===== config.mk =====
export PLATFORM = sky130hd
export DESIGN_NAME = csr_to_dense
export DESIGN_NICKNAME = d
export VERILOG_FILES = /design/src/rtl/csr_to_dense.sv
export SDC_FILE = /design/constraint.sdc
export NUM_CORES = 1
export LEC_CHECK = 0
export CAP_MARGIN = 30
export CORE_MARGIN = 2
export CORE_UTILIZATION = 45
export DETAILED_ROUTE_END_ITERATION = 8
export GPL_ROUTABILITY_DRIVEN = 0
export MAX_ROUTING_LAYER = met4
export PLACE_DENSITY = 0.73
export SLEW_MARGIN = 20
export SYNTH_ARGS = -nofsm -noshare
export SYNTH_HDL_FRONTEND = slang
export SYNTH_SLANG_ARGS = --single-unit

===== constraint.sdc =====
create_clock -name clk -period 3.7 [get_ports clk]
set_input_delay 0.37 -clock clk [delete_from_list [all_inputs] [get_ports clk]]
set_output_delay 0.37 -clock clk [all_outputs]
set_load 0.01 [all_outputs]

===== src/rtl/csr_to_dense.sv =====
// Streaming CSR-to-dense decoder: row pointers plus (value, column) entries in, dense N x N row-major out.
// Optional malformed-input checking is enabled by defining CSR_DECODE_CHECK_EN.
module csr_to_dense #(
    parameter int N      = 100,
    parameter int DATA_W = 32,
    parameter int PTR_W  = 16,
    parameter int COL_W  = (N > 1) ? $clog2(N) : 1
) (
    input  logic              clk,
    input  logic              rst_n,
    input  logic              start,
    output logic              busy,
    output logic              done,
    output logic              err,
    input  logic              ptr_valid,
    output logic              ptr_ready,
    input  logic [PTR_W-1:0]  ptr_data,
    input  logic              ent_valid,
    output logic              ent_ready,
    input  logic [DATA_W-1:0] ent_val,
    input  logic [COL_W-1:0]  ent_col,
    output logic              out_valid,
    input  logic              out_ready,
    output logic [DATA_W-1:0] out_data,
    output logic [COL_W-1:0]  out_row,
    output logic [COL_W-1:0]  out_col,
    output logic              out_row_last,
    output logic              out_last
);

`ifdef CSR_DECODE_CHECK_EN
    localparam logic CHECK_EN = 1'b1;
`else
    localparam logic CHECK_EN = 1'b0;
`endif

    localparam logic [COL_W-1:0] LAST_IDX = COL_W'(N - 1);
    localparam logic [COL_W:0]   N_EXT    = (COL_W + 1)'(N);
    localparam logic [PTR_W-1:0] PTR_ZERO = {PTR_W{1'b0}};
    localparam logic [PTR_W-1:0] PTR_ONE  = PTR_W'(1);

    typedef enum logic [2:0] {
        S_IDLE      = 3'd0,
        S_LOAD_BASE = 3'd1,
        S_ROW_PTR   = 3'd2,
        S_EMIT      = 3'd3,
        S_DRAIN     = 3'd4,
        S_FLUSH     = 3'd5
    } state_t;

    state_t             state_r, state_next_s;
    logic [PTR_W-1:0]   prev_ptr_r, remaining_r, rem_after_s;
    logic [COL_W-1:0]   row_r, col_r;
    logic               busy_r, done_r, err_r;
    logic               out_valid_r, out_row_last_r, out_last_r;
    logic [DATA_W-1:0]  out_data_r;
    logic [COL_W-1:0]   out_row_r, out_col_r;
    logic               can_load_s, load_s, load_zero_s, consume_s, bad_col_s;
    logic               err_set_s, row_adv_s, ptr_hs_s, start_s, finish_s, ptr_dec_s;
    logic               ptr_ready_s, ent_ready_s, rem_zero_s;

    // End-of-row successor: next row pointer, or flush after the final row.
    function automatic state_t row_end_state(input logic [COL_W-1:0] row);
        if (row == LAST_IDX) begin
            return S_FLUSH;
        end else begin
            return S_ROW_PTR;
        end
    endfunction

    // Next-state and per-cycle control decode.
    always_comb begin
        state_next_s = state_r;
        ptr_ready_s  = 1'b0;
        ent_ready_s  = 1'b0;
        load_s       = 1'b0;
        load_zero_s  = 1'b0;
        consume_s    = 1'b0;
        err_set_s    = 1'b0;
        row_adv_s    = 1'b0;
        ptr_hs_s     = 1'b0;
        start_s      = 1'b0;
        finish_s     = 1'b0;
        can_load_s   = !out_valid_r || out_ready;
        rem_zero_s   = (remaining_r == PTR_ZERO);
        ptr_dec_s    = (ptr_data < prev_ptr_r);
        bad_col_s    = CHECK_EN && (({1'b0, ent_col} >= N_EXT) || (ent_col < col_r));
        case (state_r)
            S_IDLE: begin
                if (start) begin
                    start_s      = 1'b1;
                    state_next_s = S_LOAD_BASE;
                end else begin
                    state_next_s = S_IDLE;
                end
            end
            S_LOAD_BASE: begin
                ptr_ready_s = 1'b1;
                if (ptr_valid) begin
                    ptr_hs_s     = 1'b1;
                    state_next_s = S_ROW_PTR;
                end else begin
                    state_next_s = S_LOAD_BASE;
                end
            end
            S_ROW_PTR: begin
                ptr_ready_s = 1'b1;
                if (ptr_valid) begin
                    ptr_hs_s     = 1'b1;
                    err_set_s    = ptr_dec_s;
                    state_next_s = S_EMIT;
                end else begin
                    state_next_s = S_ROW_PTR;
                end
            end
            S_EMIT: begin
                if (!can_load_s) begin
                    load_s = 1'b0;
                end else if (rem_zero_s) begin
                    load_s      = 1'b1;
                    load_zero_s = 1'b1;
                end else if (!ent_valid) begin
                    load_s = 1'b0;
                end else if (bad_col_s) begin
                    consume_s = 1'b1;
                    err_set_s = 1'b1;
                end else if (ent_col > col_r) begin
                    load_s      = 1'b1;
                    load_zero_s = 1'b1;
                end else begin
                    // Lower columns reach here only with checking off; they are taken as a match.
                    load_s    = 1'b1;
                    consume_s = 1'b1;
                end
                ent_ready_s = consume_s;
                if (load_s && (col_r == LAST_IDX)) begin
                    if (rem_after_s != PTR_ZERO) begin
                        err_set_s    = 1'b1;
                        state_next_s = S_DRAIN;
                    end else begin
                        row_adv_s    = (row_r != LAST_IDX);
                        state_next_s = row_end_state(row_r);
                    end
                end else begin
                    state_next_s = S_EMIT;
                end
            end
            S_DRAIN: begin
                if (rem_zero_s) begin
                    row_adv_s    = (row_r != LAST_IDX);
                    state_next_s = row_end_state(row_r);
                end else begin
                    ent_ready_s  = 1'b1;
                    consume_s    = ent_valid;
                    state_next_s = S_DRAIN;
                end
            end
            S_FLUSH: begin
                if (can_load_s) begin
                    finish_s     = 1'b1;
                    state_next_s = S_IDLE;
                end else begin
                    state_next_s = S_FLUSH;
                end
            end
            default: begin
                state_next_s = S_IDLE;
            end
        endcase
    end

    assign rem_after_s = consume_s ? (remaining_r - PTR_ONE) : remaining_r;

    // State register.
    always_ff @(posedge clk or negedge rst_n) begin
        if (!rst_n) begin
            state_r <= S_IDLE;
        end else begin
            state_r <= state_next_s;
        end
    end

    // Status flags, pointer bookkeeping and row/column counters.
    always_ff @(posedge clk or negedge rst_n) begin
        if (!rst_n) begin
            busy_r      <= 1'b0;
            done_r      <= 1'b0;
            err_r       <= 1'b0;
            prev_ptr_r  <= PTR_ZERO;
            remaining_r <= PTR_ZERO;
            row_r       <= {COL_W{1'b0}};
            col_r       <= {COL_W{1'b0}};
        end else begin
            done_r <= finish_s;
            if (start_s) begin
                busy_r <= 1'b1;
            end else if (finish_s) begin
                busy_r <= 1'b0;
            end else begin
                busy_r <= busy_r;
            end
            if (start_s) begin
                err_r <= 1'b0;
            end else begin
                err_r <= CHECK_EN && (err_r || err_set_s);
            end
            if (ptr_hs_s) begin
                prev_ptr_r <= ptr_data;
                if (state_r == S_LOAD_BASE) begin
                    row_r <= {COL_W{1'b0}};
                end else begin
                    // A decreasing pointer yields an empty row rather than a huge wrapped count.
                    remaining_r <= ptr_dec_s ? PTR_ZERO : (ptr_data - prev_ptr_r);
                    col_r       <= {COL_W{1'b0}};
                end
            end else begin
                remaining_r <= rem_after_s;
                if (load_s) begin
                    col_r <= col_r + COL_W'(1);
                end
                if (row_adv_s) begin
                    row_r <= row_r + COL_W'(1);
                end
            end
        end
    end

    // Output element register; holds while the consumer stalls.
    always_ff @(posedge clk or negedge rst_n) begin
        if (!rst_n) begin
            out_valid_r    <= 1'b0;
            out_data_r     <= {DATA_W{1'b0}};
            out_row_r      <= {COL_W{1'b0}};
            out_col_r      <= {COL_W{1'b0}};
            out_row_last_r <= 1'b0;
            out_last_r     <= 1'b0;
        end else if (load_s) begin
            out_valid_r    <= 1'b1;
            out_data_r     <= load_zero_s ? {DATA_W{1'b0}} : ent_val;
            out_row_r      <= row_r;
            out_col_r      <= col_r;
            out_row_last_r <= (col_r == LAST_IDX);
            out_last_r     <= (col_r == LAST_IDX) && (row_r == LAST_IDX);
        end else if (out_ready) begin
            out_valid_r <= 1'b0;
        end else begin
            out_valid_r <= out_valid_r;
        end
    end

    assign busy         = busy_r;
    assign done         = done_r;
    assign err          = err_r;
    assign ptr_ready    = ptr_ready_s;
    assign ent_ready    = ent_ready_s;
    assign out_valid    = out_valid_r;
    assign out_data     = out_data_r;
    assign out_row      = out_row_r;
    assign out_col      = out_col_r;
    assign out_row_last = out_row_last_r;
    assign out_last     = out_last_r;

endmodule


==> results summary, run 1 <==
Clock latency on the worst-skew pair, taken at its later pin, is 0.35 ns. The final-stage net count is 790. The reported max-cap violation count came out at 0. The overall track demand over capacity in global routing came out at 22.2%. During placement, the flow inserted port buffers numbering 113. For the pin with the worst max-slew slack, the measured transition is 0.708 ns. The detailed placer's ending HPWL is 10100 um. The total vias in the final route came out at 4773. The via count of the first global-routing pass is 4601.

Of the available clock period, the critical path in the final layout requires 92.4%. The pin count of the biggest net entering global routing came out at 42. The maximum clock path buffer count came out at 2. The remaining routing DRC violations is 0. The largest individual stage delay along the critical path comes from the cell sky130_fd_sc_hd__or4_4. The peak ir drop on the vdd network is 0.309 mV. Timing would allow up to 0.293 GHz. Yosys mapped the design onto 59 distinct sky130hd cell types. The DRC marker count from the first detailed-route iteration came out at 314.

Leaving out filler cells and counting taps, the final layout contains 854. The horizontal die dimension is 114 um. The initial utilization of the core area, before any placement, comes to 45.8%.

The worst hold-check slack came out at 0.474 ns. On the final layout, the worst clock skew is 0.00992 ns. The synthesized cell area came out at 5480 sq um.

The leakage power total came out at 3.18 nW. Buffers inserted during clock tree synthesis total 9. In the synthesized netlist the async set-or-reset flop fraction comes to 100%. The number of iterations in the first detailed-routing pass came out at 5. The share of power burned in the clock network came out at 17.5%. Setup repair after global routing left no endpoint under its margin. The proportion of total power due to net switching came out at 38.6%. In this run, flip-flops and latches consume 33.4% of the power. The cell count after synthesis came out at 581. The data arrival time of the critical path came out at 3.66 ns. The number of placed instances, taps included, is 837.

The run finished with clean final reports. The number of antenna violations at the first check in global routing was 0. The critical path class is flip-flop to flip-flop. The worst setup path is launched from a flip-flop. The average wire per standard cell is 15.9 um. The wire length of the first global-routing pass is 22400 um. The critical path buffer and inverter count is 0. The internal power came out at 3.36 mW.

TritonCTS built the clock tree. The number of warning messages in the yosys log is 0. The critical path goes through or4_4 -> or4_1 -> nor3_4 -> a31oi_2 -> a2111oi_2 -> o2111ai_1 -> nor4_4 -> o22ai_1 -> a22o_1. The hold violation count in the final report was 0.

The overall power of the completed layout is 5.47 mW. The count of flip-flops with a built-in enable after synthesis is 0. The leading register cell type out of synthesis is sky130_fd_sc_hd__dfrtp_1. The depth of the CTS H-tree came out at 3. The clock sink total came out at 100.

In this run, synthesis produced a sequential element count of 100. The number of instances resized during post-cts repair is 0. The number of placement rows came out at 40.

The number of top-level pins came out at 115. The biggest fanout along the worst timing path came out at 8. The antenna violation net count after detailed routing is 0. For this design the ratio of total power to cell area is 762 nW/um^2. The worst hold path belongs to the class flip-flop to flip-flop.

In this design, the stage delay of the slowest critical-path cell is 0.55 ns. The final antenna diode count is 0. The net count of the mapped netlist is 669. The part of the power in combinational logic came out at 49.0%. In this run the standard cell core region covers 12000 sq um. The count of final setup violators came out at 0.

Summed over all layers, the global routing overflow is 0. The normalized max-slew margin came out at 52.6%. The cell chosen for the clock root is sky130_fd_sc_hd__clkbuf_16. The shortest period the worst path allows came out at 3.42 ns. The chip height came out at 114 um. The analysis attributes to net switching a power of 2.11 mW.

The area added between synthesis and finish came out at 31.0%. For this run, the register share of the synthesized area comes to 45.7%. The required time at the worst-slack endpoint is 3.94 ns.

The post-CTS clock slew at the launch and capture registers of the worst setup and hold paths is 0.07 ns. The total die area is 13100 sq um. STA classifies the critical path endpoint as a flip-flop. The post-route netlist has 7.21% of its cells at a drive strength greater than 1. The kind of cell with the highest combined delay along the critical path is simple AND/OR/NAND/NOR gates. The mean instance size in the synthesized netlist came out at 9.42 sq um. The summed negative setup slack over all endpoints is 0 ns. Wires add up to 13600 um. In the routed layout, each cell is associated on average with a via count of 5.59. The final count of pins violating max slew is 0.
==> per-stage QoR <==
stage / utilization (%) / cell area (sq um) / worst slack [ns]
CTS: 60.0 / 7170 / 0.291
global route: 60.0 / 7170 / 0.107
global placement: 57.1 / 6840 / 0.161
detailed placement: 57.4 / 6860 / 0.135
floorplan: - / 5480 / 0.280
finish: 60.0 / 7170 / 0.283
==> synthesized netlist by cell type (2+ instances only) <==
cell type / instances / area (sq um)
sky130_fd_sc_hd__a211oi_1: 3 / 22.5
sky130_fd_sc_hd__and2_1: 2 / 12.5
sky130_fd_sc_hd__nor3b_1: 7 / 52.6
sky130_fd_sc_hd__buf_2: 3 / 15.0
sky130_fd_sc_hd__o22ai_1: 12 / 75.1
sky130_fd_sc_hd__o2111ai_1: 2 / 17.5
sky130_fd_sc_hd__o211ai_1: 8 / 60.1
sky130_fd_sc_hd__nand2_1: 74 / 278
sky130_fd_sc_hd__a21oi_1: 19 / 95.1
sky130_fd_sc_hd__o31ai_1: 4 / 30.0
sky130_fd_sc_hd__dfrtp_1: 100 / 2500
sky130_fd_sc_hd__inv_1: 36 / 135
sky130_fd_sc_hd__nor4_1: 5 / 31.3
sky130_fd_sc_hd__a311o_1: 2 / 20.0
sky130_fd_sc_hd__a22o_1: 34 / 298
sky130_fd_sc_hd__o21ai_1: 4 / 20.0
sky130_fd_sc_hd__or3_1: 8 / 50.1
sky130_fd_sc_hd__o21bai_1: 3 / 22.5
sky130_fd_sc_hd__or4_1: 4 / 30.0
sky130_fd_sc_hd__a21boi_0: 2 / 15.0
sky130_fd_sc_hd__a211o_1: 2 / 17.5
sky130_fd_sc_hd__nor2b_1: 5 / 31.3
sky130_fd_sc_hd__clkbuf_1: 18 / 67.6
sky130_fd_sc_hd__or2_2: 3 / 18.8
sky130_fd_sc_hd__and3_1: 7 / 43.8
sky130_fd_sc_hd__nand3_1: 15 / 75.1
sky130_fd_sc_hd__nor3_1: 14 / 70.1
sky130_fd_sc_hd__xnor2_1: 12 / 105
sky130_fd_sc_hd__o21ai_0: 52 / 260
sky130_fd_sc_hd__nand4_1: 6 / 37.5
sky130_fd_sc_hd__mux2i_1: 3 / 30.0
sky130_fd_sc_hd__a31oi_1: 7 / 43.8
sky130_fd_sc_hd__nor2_1: 25 / 93.8
sky130_fd_sc_hd__a21o_1: 10 / 75.1
sky130_fd_sc_hd__a41oi_1: 2 / 17.5
sky130_fd_sc_hd__ha_1: 26 / 325
sky130_fd_sc_hd__xor2_1: 9 / 78.8
sky130_fd_sc_hd__nand2b_1: 8 / 50.1
sky130_fd_sc_hd__nand3b_1: 4 / 30.0
sky130_fd_sc_hd__o311ai_0: 2 / 17.5
==> logic make-up after synthesis <==
kind of cell | share of synthesized area, %
other | 0.0685
buffers and inverters | 4.39
xor gates and xnor gates | 3.36
AOI/OAI and AO/OA | 21.7
adders and majority gates | 6.31
muxes | 0.548
DFF | 45.7
and+or+nand+nor | 17.9
==> layer usage <==
metal | vias up | part of all wire (%) | track usage (%) | wire (um)
met2 | 146 | 47 | 34.7 | 6360
met3 | 26 | 5.3 | 3.71 | 728
met5 | - | 0 | - | 0
met1 | 2246 | 46 | 29.4 | 6260
li1 | 2355 | - | - | -
met4 | 0 | 2.0 | 7.97 | 267
==> sequential cells by signal (all words and copies together), names as in the netlist <==
signal	cells
busy	1
col_r	7
done	1
out_col	7
out_data	32
out_last	1
out_row	7
out_row_last	1
out_valid	1
prev_ptr_r	16
remaining_r	16
row_r	7
state_r	3
==> placed cells by master (no fill, tap or decap), drive strengths merged, types with 3 or more instances in the layout <==
cell type,count
clkdlybuf4s50,112
dfrtp,100
nand2,74
o21ai,56
inv,37
a22o,34
ha,26
nor2,25
buf,21
a21oi,19
nand3,15
nor3,15
o22ai,12
xnor2,12
a21o,10
xor2,9
clkbuf,9
nand2b,8
or3,8
o211ai,8
a31oi,8
and3,7
nor3b,7
nand4,6
nor4,6
nor2b,5
or4,5
clkinv,5
nand3b,4
o31ai,4
a211oi,3
or2,3
mux2i,3
o21bai,3
==> worst reg2reg max path: cells and delay by family, from the launching register on <==
family / cells / cell delay, ns
AO/OA/AOI/OAI: 5 / 1.09
flip-flops: 1 / 0.41
AND/OR/NAND/NOR: 4 / 1.81
==> final timing paths <==
check / startpoint / end / slack [ns] / cells past startpoint
hold / removal: out_row[3] / out_row[3] / 0.47 / 2
hold reg to reg: out_row[3] / out_row[3] / 0.47 / 2
setup / recovery: remaining_r[5] / row_r[3] / 0.28 / 9
min in group asynchronous: rst_n / out_col[2] / 0.50 / 2
setup reg to reg: remaining_r[5] / row_r[3] / 0.28 / 9
max in group asynchronous: rst_n / prev_ptr_r[13] / 2.30 / 3
==> power by group through the flow <==
| stage | logic, mW | clock network (mW) | registers, mW |
|---|---|---|---|
| 2_1_floorplan | 1.56 | 0 | 1.88 |
| 3_3_place_gp | 2.58 | 0 | 1.82 |
| 3_5_place_dp | 2.67 | 0 | 1.84 |
| 4_1_cts | 2.69 | 0.976 | 1.83 |
| 5_1_grt | 2.98 | 1.02 | 1.89 |
| 6_report | 2.68 | 0.958 | 1.83 |
==> repair_timing <==
item	in CTS	in global routing
hold endpoints to repair	32	0
setup buffers	0	0
hold buffers	1	0
==> final cells by class <==
cell class | count | area [sq um]
Timing Repair Buffer | 134 | 1310
Inverter | 36 | 135
Sequential cell | 100 | 2500
Tap cell | 147 | 184
Clock inverter | 7 | 75.1
Multi-Input combinational cell | 421 | 2740
Fill cell | 1045 | 4790
Clock buffer | 9 | 225
(Power assumes the default switching activity.)
==> run 2: changes to the inputs <==
Settings changed: CELL_PAD_IN_SITES_DETAIL_PLACEMENT set to 1, CELL_PAD_IN_SITES_GLOBAL_PLACEMENT set to 1, CORE_UTILIZATION 45 to 35, PLACE_DENSITY 0.73 to 0.74.
==> run 2 against run 1 <==
- clock power decreased by 5.7%
- global-route usage decreased by 1.9 points
- design area increased by 1.1%
- final cell count increased by 7.8%
- core utilization decreased by 12 points
- critical path type unchanged
- critical endpoint is now row_r[2]
==> results summary, run 2 (synthesis gave the netlist of run 1 again) <==
The total core area came out at 15300 sq um (was 12000 sq um). The normalized max-slew margin came out at 53.4% (was 52.6%). The number of iterations in the first detailed-routing pass is 4 (was 5). The clock sink total came out at 100 (unchanged).

The fill cell total of the finished layout is 1755 (was 1045). The final clock skew is 0.00475 ns (was 0.00992 ns). The number of antenna violations at the first check in global routing was 0 (unchanged). The total vias in the final route came to 4868 (was 4773). The worst-skew pair later-pin latency is 0.35 ns (about the same). The share of power burned in the clock network came to 16.5% (was 17.5%). The hold violation count in the final report came out at 0 (unchanged). The share of post-route cells with drive strength above 1 came to 7.32% (was 7.21%). Status: finished, final reports clean (unchanged). The overall track demand over capacity in global routing came out at 20.3% (was 22.2%). The proportion of total power due to net switching came out at 39.8% (was 38.6%). Most frequent cells in the layout: sky130_fd_sc_hd__clkdlybuf4s50_1, sky130_fd_sc_hd__dfrtp_1, sky130_fd_sc_hd__nand2_1 (unchanged). The critical register-to-register path startpoint is remaining_r[6] (was remaining_r[5]). The non-filler instance count after layout is 921 (was 854). The endpoint kind of the worst setup timing path is a flip-flop (unchanged). The total clock buffers created by CTS is 9 (unchanged). The chip height is 129 um (was 114 um). The DRC marker count from the first detailed-route iteration came to 180 (was 314). The final-stage net count was 793 (was 790). The maximum clock path buffer count is 2 (unchanged). The total power density per cell area is 755 nW/um^2 (was 762 nW/um^2). The average wire per standard cell came out at 17.0 um (was 15.9 um). The via count of the first global-routing pass came to 5153 (was 4601). The remaining routing DRC violations is 0 (unchanged). The post-CTS clock slew at the launch and capture registers of the worst setup and hold paths is 0.07 ns (about the same). The port buffer count is 113 (unchanged). The internal power came out at 3.30 mW (was 3.36 mW).

The wire length of the first global-routing pass came out at 25900 um (was 22400 um). The area added between synthesis and finish came out at 32.5% (was 31.0%). The most frequent standard cell in the layout excluding fill and tap cells was sky130_fd_sc_hd__clkdlybuf4s50_1 (unchanged). The share of the cycle needed by the critical path after routing is 98.2% (was 92.4%). The horizontal die dimension came out at 129 um (was 114 um).

The number of flip-flops under the largest register name was 32 (unchanged). The count of final setup violators is 0 (unchanged). The shortest period the worst path allows is 3.63 ns (was 3.42 ns). The power dissipated by switching net loads is 2.18 mW (was 2.11 mW). The pin count of the biggest net entering global routing came out at 53 (was 42).

The initial core utilization was 35.9% (was 45.8%). The sequential fraction of design power came to 33.5% (was 33.4%). The startpoint type of the worst setup path is a flip-flop (unchanged). The biggest fanout along the worst timing path came to 8 (unchanged).

The reported max-cap violation count is 0 (unchanged). The required time at the worst-slack endpoint came to 3.94 ns (about the same). The depth of the CTS H-tree came out at 3 (unchanged). The total wire length after detailed routing came to 15600 um (was 13600 um). The total cell area at the placement stage came out at 6960 sq um (was 6860 sq um).

The setup slack of the critical path after layout came out at 0.0680 ns (was 0.283 ns). The peak ir drop on the vdd network came out at 0.312 mV (was 0.309 mV). The antenna violation net count after detailed routing came out at 0 (unchanged). The slew at the pin closest to its max-slew limit is 0.697 ns (was 0.708 ns). The number of placement rows is 45 (was 40). The cell total after placement is 903 (was 837). The detailed placer's ending HPWL is 11900 um (was 10100 um). The cell chosen for the clock root was sky130_fd_sc_hd__clkbuf_16 (unchanged). The number of cell instances on the worst register-to-register path came out at 11 (was 9). The class of the tightest hold or removal check was flip-flop to flip-flop (unchanged). The number of top-level pins is 115 (unchanged). The summed negative setup slack over all endpoints came to 0 ns (unchanged). The highest attainable clock frequency is 0.275 GHz (was 0.293 GHz). The final count of pins violating max slew came out at 0 (unchanged).

The final antenna diode count came out at 0 (unchanged). The part of the power in combinational logic is 50.0% (was 49.0%). The end of the worst register-to-register path is row_r[2] (was row_r[3]). The global-route congestion overflow total is 0 (unchanged).

The data arrival time of the critical path is 3.88 ns (was 3.66 ns). The worst setup path startpoint was remaining_r[6] (was remaining_r[5]). The internal reg-to-reg setup slack came out at 0.07 ns (was 0.28 ns).

The critical path class is flip-flop to flip-flop (unchanged). The CTS tree is yes (unchanged). The cell area after layout is 7250 sq um (was 7170 sq um).

The endpoint of the most critical setup path is row_r[2] (was row_r[3]). The worst setup slack after placement was 0.00791 ns (was 0.135 ns). The fraction of the core area covered by cells at the end of the flow came out at 47.5% (was 60.0%).

The routed via count divided by cell count is 5.29 (was 5.59). The instance count along the most critical hold path came out at 2 (unchanged). The number of instances resized during post-cts repair is 0 (unchanged). The leakage power total is 3.18 nW (about the same). The total die area is 16700 sq um (was 13100 sq um).
-- run 2: cell types whose count changed in the layout (fill, tap and decap cells not counted) --
cell	change
sky130_fd_sc_hd__buf_4	+3
sky130_fd_sc_hd__inv_8	+1
sky130_fd_sc_hd__bufinv_16	-1
sky130_fd_sc_hd__clkinv_2	-2
sky130_fd_sc_hd__clkbuf_1	+2
-- run 2: worst min-delay path by stage --
| stage | start | endpoint | slack [ns] |
|---|---|---|---|
| global route | out_row[4] | out_row[4] | 0.52 |
| finish | out_row_last | out_row_last | 0.49 |
| detailed placement | rst_n | out_row[0] | 0.36 |
| CTS | out_row_last | out_row_last | 0.48 |
| floorplan | rst_n | busy | 0.07 |
| global placement | out_row[3] | out_row[3] | 0.46 |
-- run 2: routing by layer --
layer | part of all wire, % | global-route usage, %
met2 | 51 | 34.5
met5 | 0 | -
met1 | 44 | 24.8
met3 | 3.9 | 4.17
met4 | 1.2 | 5.05
-- run 2: what timing repair did --
| item | in CTS | in global routing |
|---|---|---|
| hold endpoints to repair | 33 | 0 |
| setup endpoints to repair | 0 | 3 |
| hold buffers | 1 | 0 |
| setup buffers | 0 | 1 |
-- run 2: area by class of cell --
cell class	count	area [sq um]	area share (%)
tap	211	264	3.64
clock buffer	11	233	3.21
clock inverter	5	46.3	0.638
multi-input combinational	421	2740	37.8
inverter	36	135	1.86
sequential	100	2500	34.5
timing repair buffer	137	1330	18.4
-- run 2: power by group through the flow --
stage / sequential [mW] / clock (mW) / combinational, mW
2_1_floorplan: 1.88 / 0 / 1.56
3_3_place_gp: 1.82 / 0 / 2.66
3_5_place_dp: 1.86 / 0 / 2.74
4_1_cts: 1.84 / 0.945 / 2.77
5_1_grt: 1.90 / 0.986 / 3.04
6_report: 1.83 / 0.903 / 2.74
-- run 2: per-stage QoR --
step | power (mW) | hold slack [ns]
after floorplan | 3.44 | 0.0744
after global placement | 4.48 | 0.459
after detailed placement | 4.60 | 0.358
after CTS | 5.55 | 0.484
after global routing | 5.93 | 0.515
final | 5.47 | 0.486
-- run 2: critical path, cell delays in order, from the launching register on --
cell                       delay [ns]
sky130_fd_sc_hd__dfrtp_1         0.44
sky130_fd_sc_hd__or4_4           0.54
sky130_fd_sc_hd__or4_1           0.51
sky130_fd_sc_hd__buf_4           0.20
sky130_fd_sc_hd__nor3_1          0.29
sky130_fd_sc_hd__nand3_1         0.15
sky130_fd_sc_hd__o31a_1          0.29
sky130_fd_sc_hd__o211ai_1        0.28
sky130_fd_sc_hd__nor4_4          0.08
sky130_fd_sc_hd__buf_4           0.18
sky130_fd_sc_hd__or2b_4          0.29
sky130_fd_sc_hd__a32o_1          0.27
==> run 3: changes to the inputs <==
Settings changed: RECOVER_POWER set to 50.
==> run 3 against run 2 <==
- the run now ends with capacitance limit, slew limit left
- count of clock-buffer cells in the layout unchanged
- flip-flop and latch count unchanged
- clock power barely moved
- sequential share of layout area grew 0.072 points
- register-to-register slack hardly changed
- core utilization shrank 0.098 points
- design area shrank 0.21%
- sequential power is essentially flat
- critical endpoint unchanged
==> results summary, run 3 (synthesis gave the netlist of run 1 again) <==
The hold violation count in the final report was 0 (unchanged). The post-CTS clock slew at the launch and capture registers of the worst setup and hold paths is 0.07 ns (about the same). The final clock skew is 0.00426 ns (was 0.00475 ns). The total vias in the final route came to 4840 (was 4868).

The most frequent standard cell in the layout excluding fill and tap cells is sky130_fd_sc_hd__dfrtp_1 (was sky130_fd_sc_hd__clkdlybuf4s50_1). The final-stage net count came out at 793 (unchanged). The DRC marker count from the first detailed-route iteration was 200 (was 180).

The number of iterations in the first detailed-routing pass is 4 (unchanged). The total wire length after detailed routing came out at 15600 um (about the same). The total clock buffers created by CTS came out at 9 (unchanged). The global-route congestion overflow total is 0 (unchanged).

The via count of the first global-routing pass is 5153 (unchanged). The summed negative setup slack over all endpoints is 0 ns (unchanged). The number of antenna violations at the first check in global routing is 0 (unchanged). The class of the tightest hold or removal check is flip-flop to flip-flop (unchanged). The area taken by flip-flops and latches is 2500 sq um (unchanged).

The source of the worst hold timing path was out_row_last (unchanged). The total die area is 16700 sq um (unchanged). The clock sink total is 100 (unchanged).

The worst-skew pair later-pin latency came to 0.35 ns (about the same). The cell total after placement came out at 903 (unchanged). The total power density per cell area came to 749 nW/um^2 (was 755 nW/um^2).

The fraction of the core area covered by cells at the end of the flow is 47.4% (was 47.5%). The horizontal die dimension is 129 um (unchanged). The data arrival time of the critical path is 3.87 ns (was 3.88 ns).

The end point of the worst hold path is out_row_last (unchanged). The final reports fail on capacitance limit, slew limit. The multi-input logic area came out at 2740 sq um (unchanged).

The maximum clock path buffer count came out at 2 (unchanged). The pin count of the biggest net entering global routing was 53 (unchanged). The detailed placer's ending HPWL was 11900 um (unchanged).

The non-filler instance count after layout is 921 (unchanged). The critical register-to-register path startpoint is remaining_r[6] (unchanged). The startpoint type of the worst setup path is a flip-flop (unchanged). The number of flip-flops under the largest register name came out at 32 (unchanged). The share of the cycle needed by the critical path after routing came out at 98.1% (was 98.2%).

The shortest period the worst path allows came out at 3.63 ns (about the same). The final count of pins violating max slew is 34 (was 0). Status: finished with violations (was finished, final reports clean).

The wire length of the first global-routing pass came out at 25900 um (unchanged). The fill cell total of the finished layout is 1756 (was 1755). The worst setup slack after placement is 0.00791 ns (unchanged).

The required time at the worst-slack endpoint is 3.94 ns (about the same). The port buffer count was 113 (unchanged). The worst hold-check slack came out at 0.480 ns (was 0.486 ns).

The count of final setup violators is 0 (unchanged). The initial core utilization came out at 35.9% (unchanged). The instance count along the most critical hold path is 2 (unchanged).

The number of top-level pins came out at 115 (unchanged). The routed via count divided by cell count is 5.26 (was 5.29). The depth of the CTS H-tree came to 3 (unchanged).

The average wire per standard cell came out at 17.0 um (about the same). The reported max-cap violation count came out at 1 (was 0). The peak ir drop on the vdd network came out at 0.312 mV (about the same).

The leakage power total is 3.23 nW (was 3.18 nW). The critical path class is flip-flop to flip-flop (unchanged). The number of placement rows was 45 (unchanged). The share of post-route cells with drive strength above 1 came out at 6.76% (was 7.32%). The overall track demand over capacity in global routing was 20.3% (unchanged).

The area added between synthesis and finish came to 32.2% (was 32.5%). The CTS tree is yes (unchanged). The antenna violation net count after detailed routing came out at 0 (unchanged).

The normalized max-slew margin came out at -30.7% (was 53.4%). The number of cell instances on the worst register-to-register path came out at 11 (unchanged). The remaining routing DRC violations came out at 0 (unchanged). The setup slack of the critical path after layout is 0.0705 ns (was 0.0680 ns).

The biggest fanout along the worst timing path came to 8 (unchanged). The worst setup path startpoint is remaining_r[6] (unchanged). The total core area was 15300 sq um (unchanged). The endpoint kind of the worst setup timing path is a flip-flop (unchanged). The slew at the pin closest to its max-slew limit came out at 1.96 ns (was 0.697 ns). The cell chosen for the clock root was sky130_fd_sc_hd__clkbuf_16 (unchanged).

The final antenna diode count came out at 0 (unchanged). The highest attainable clock frequency is 0.276 GHz (was 0.275 GHz). The chip height is 129 um (unchanged). The internal reg-to-reg setup slack is 0.07 ns (about the same). Most frequent cells in the layout: sky130_fd_sc_hd__dfrtp_1, sky130_fd_sc_hd__clkdlybuf4s50_1, sky130_fd_sc_hd__nand2_1 (was sky130_fd_sc_hd__clkdlybuf4s50_1, sky130_fd_sc_hd__dfrtp_1, sky130_fd_sc_hd__nand2_1). The end of the worst register-to-register path is row_r[2] (unchanged).
run 3: through the flow:
step | cell area (sq um) | total power, mW
floorplan | 5480 | 3.44
global placement | 6930 | 4.48
detailed placement | 6960 | 4.60
CTS | 7250 | 5.55
global route | 7240 | 5.88
finish | 7240 | 5.42
run 3: worst max-delay path: stages, from the launching register on:
cell and delay [ns]:
sky130_fd_sc_hd__dfrtp_1 0.44, sky130_fd_sc_hd__or4_4 0.53, sky130_fd_sc_hd__or4_1 0.51, sky130_fd_sc_hd__buf_4 0.20
sky130_fd_sc_hd__nor3_1 0.29, sky130_fd_sc_hd__nand3_1 0.15, sky130_fd_sc_hd__o31a_1 0.29, sky130_fd_sc_hd__o211ai_1 0.28
sky130_fd_sc_hd__nor4_4 0.08, sky130_fd_sc_hd__buf_4 0.18, sky130_fd_sc_hd__or2b_4 0.29, sky130_fd_sc_hd__a32o_1 0.27
run 3: what timing repair did:
item	CTS	global route
setup buffers	0	1
gates resized for setup	0	0
hold buffers	1	0
hold endpoints to repair	33	0
setup endpoints to repair	0	3
run 3: power breakdown:
group | leakage, nW | internal, mW | switching (mW) | total (mW)
sequential | 1.29 | 1.52 | 0.313 | 1.83
clock | 0.136 | 0.468 | 0.434 | 0.901
combinational | 1.80 | 1.27 | 1.42 | 2.69
total | 3.23 | 3.25 | 2.17 | 5.42
run 3: worst max-delay path by stage:
stage	to	slack, ns	cells past startpoint
after global placement	row_r[3]	0.1	11
after floorplan	row_r[3]	0.28	11
after CTS	row_r[3]	0.20	9
final	row_r[2]	0.07	11
after global routing	row_r[2]	-0.0006	11
after detailed placement	row_r[3]	0.008	11
run 3: metal layers:
metal,GRT usage (%),routed length [um],up-vias
li1,-,-,2354
met1,24.8,6760,2352
met2,34.5,7980,116
met3,4.17,706,18
met4,5.05,174,0
met5,-,0,-
run 3: layout make-up:
cell class	instances	share of cell area, %
Multi-Input combinational cell	421	37.9
Sequential cell	100	34.6
Timing Repair Buffer	137	18.2
Tap cell	211	3.65
Clock buffer	11	3.21
Inverter	36	1.87
Clock inverter	5	0.639
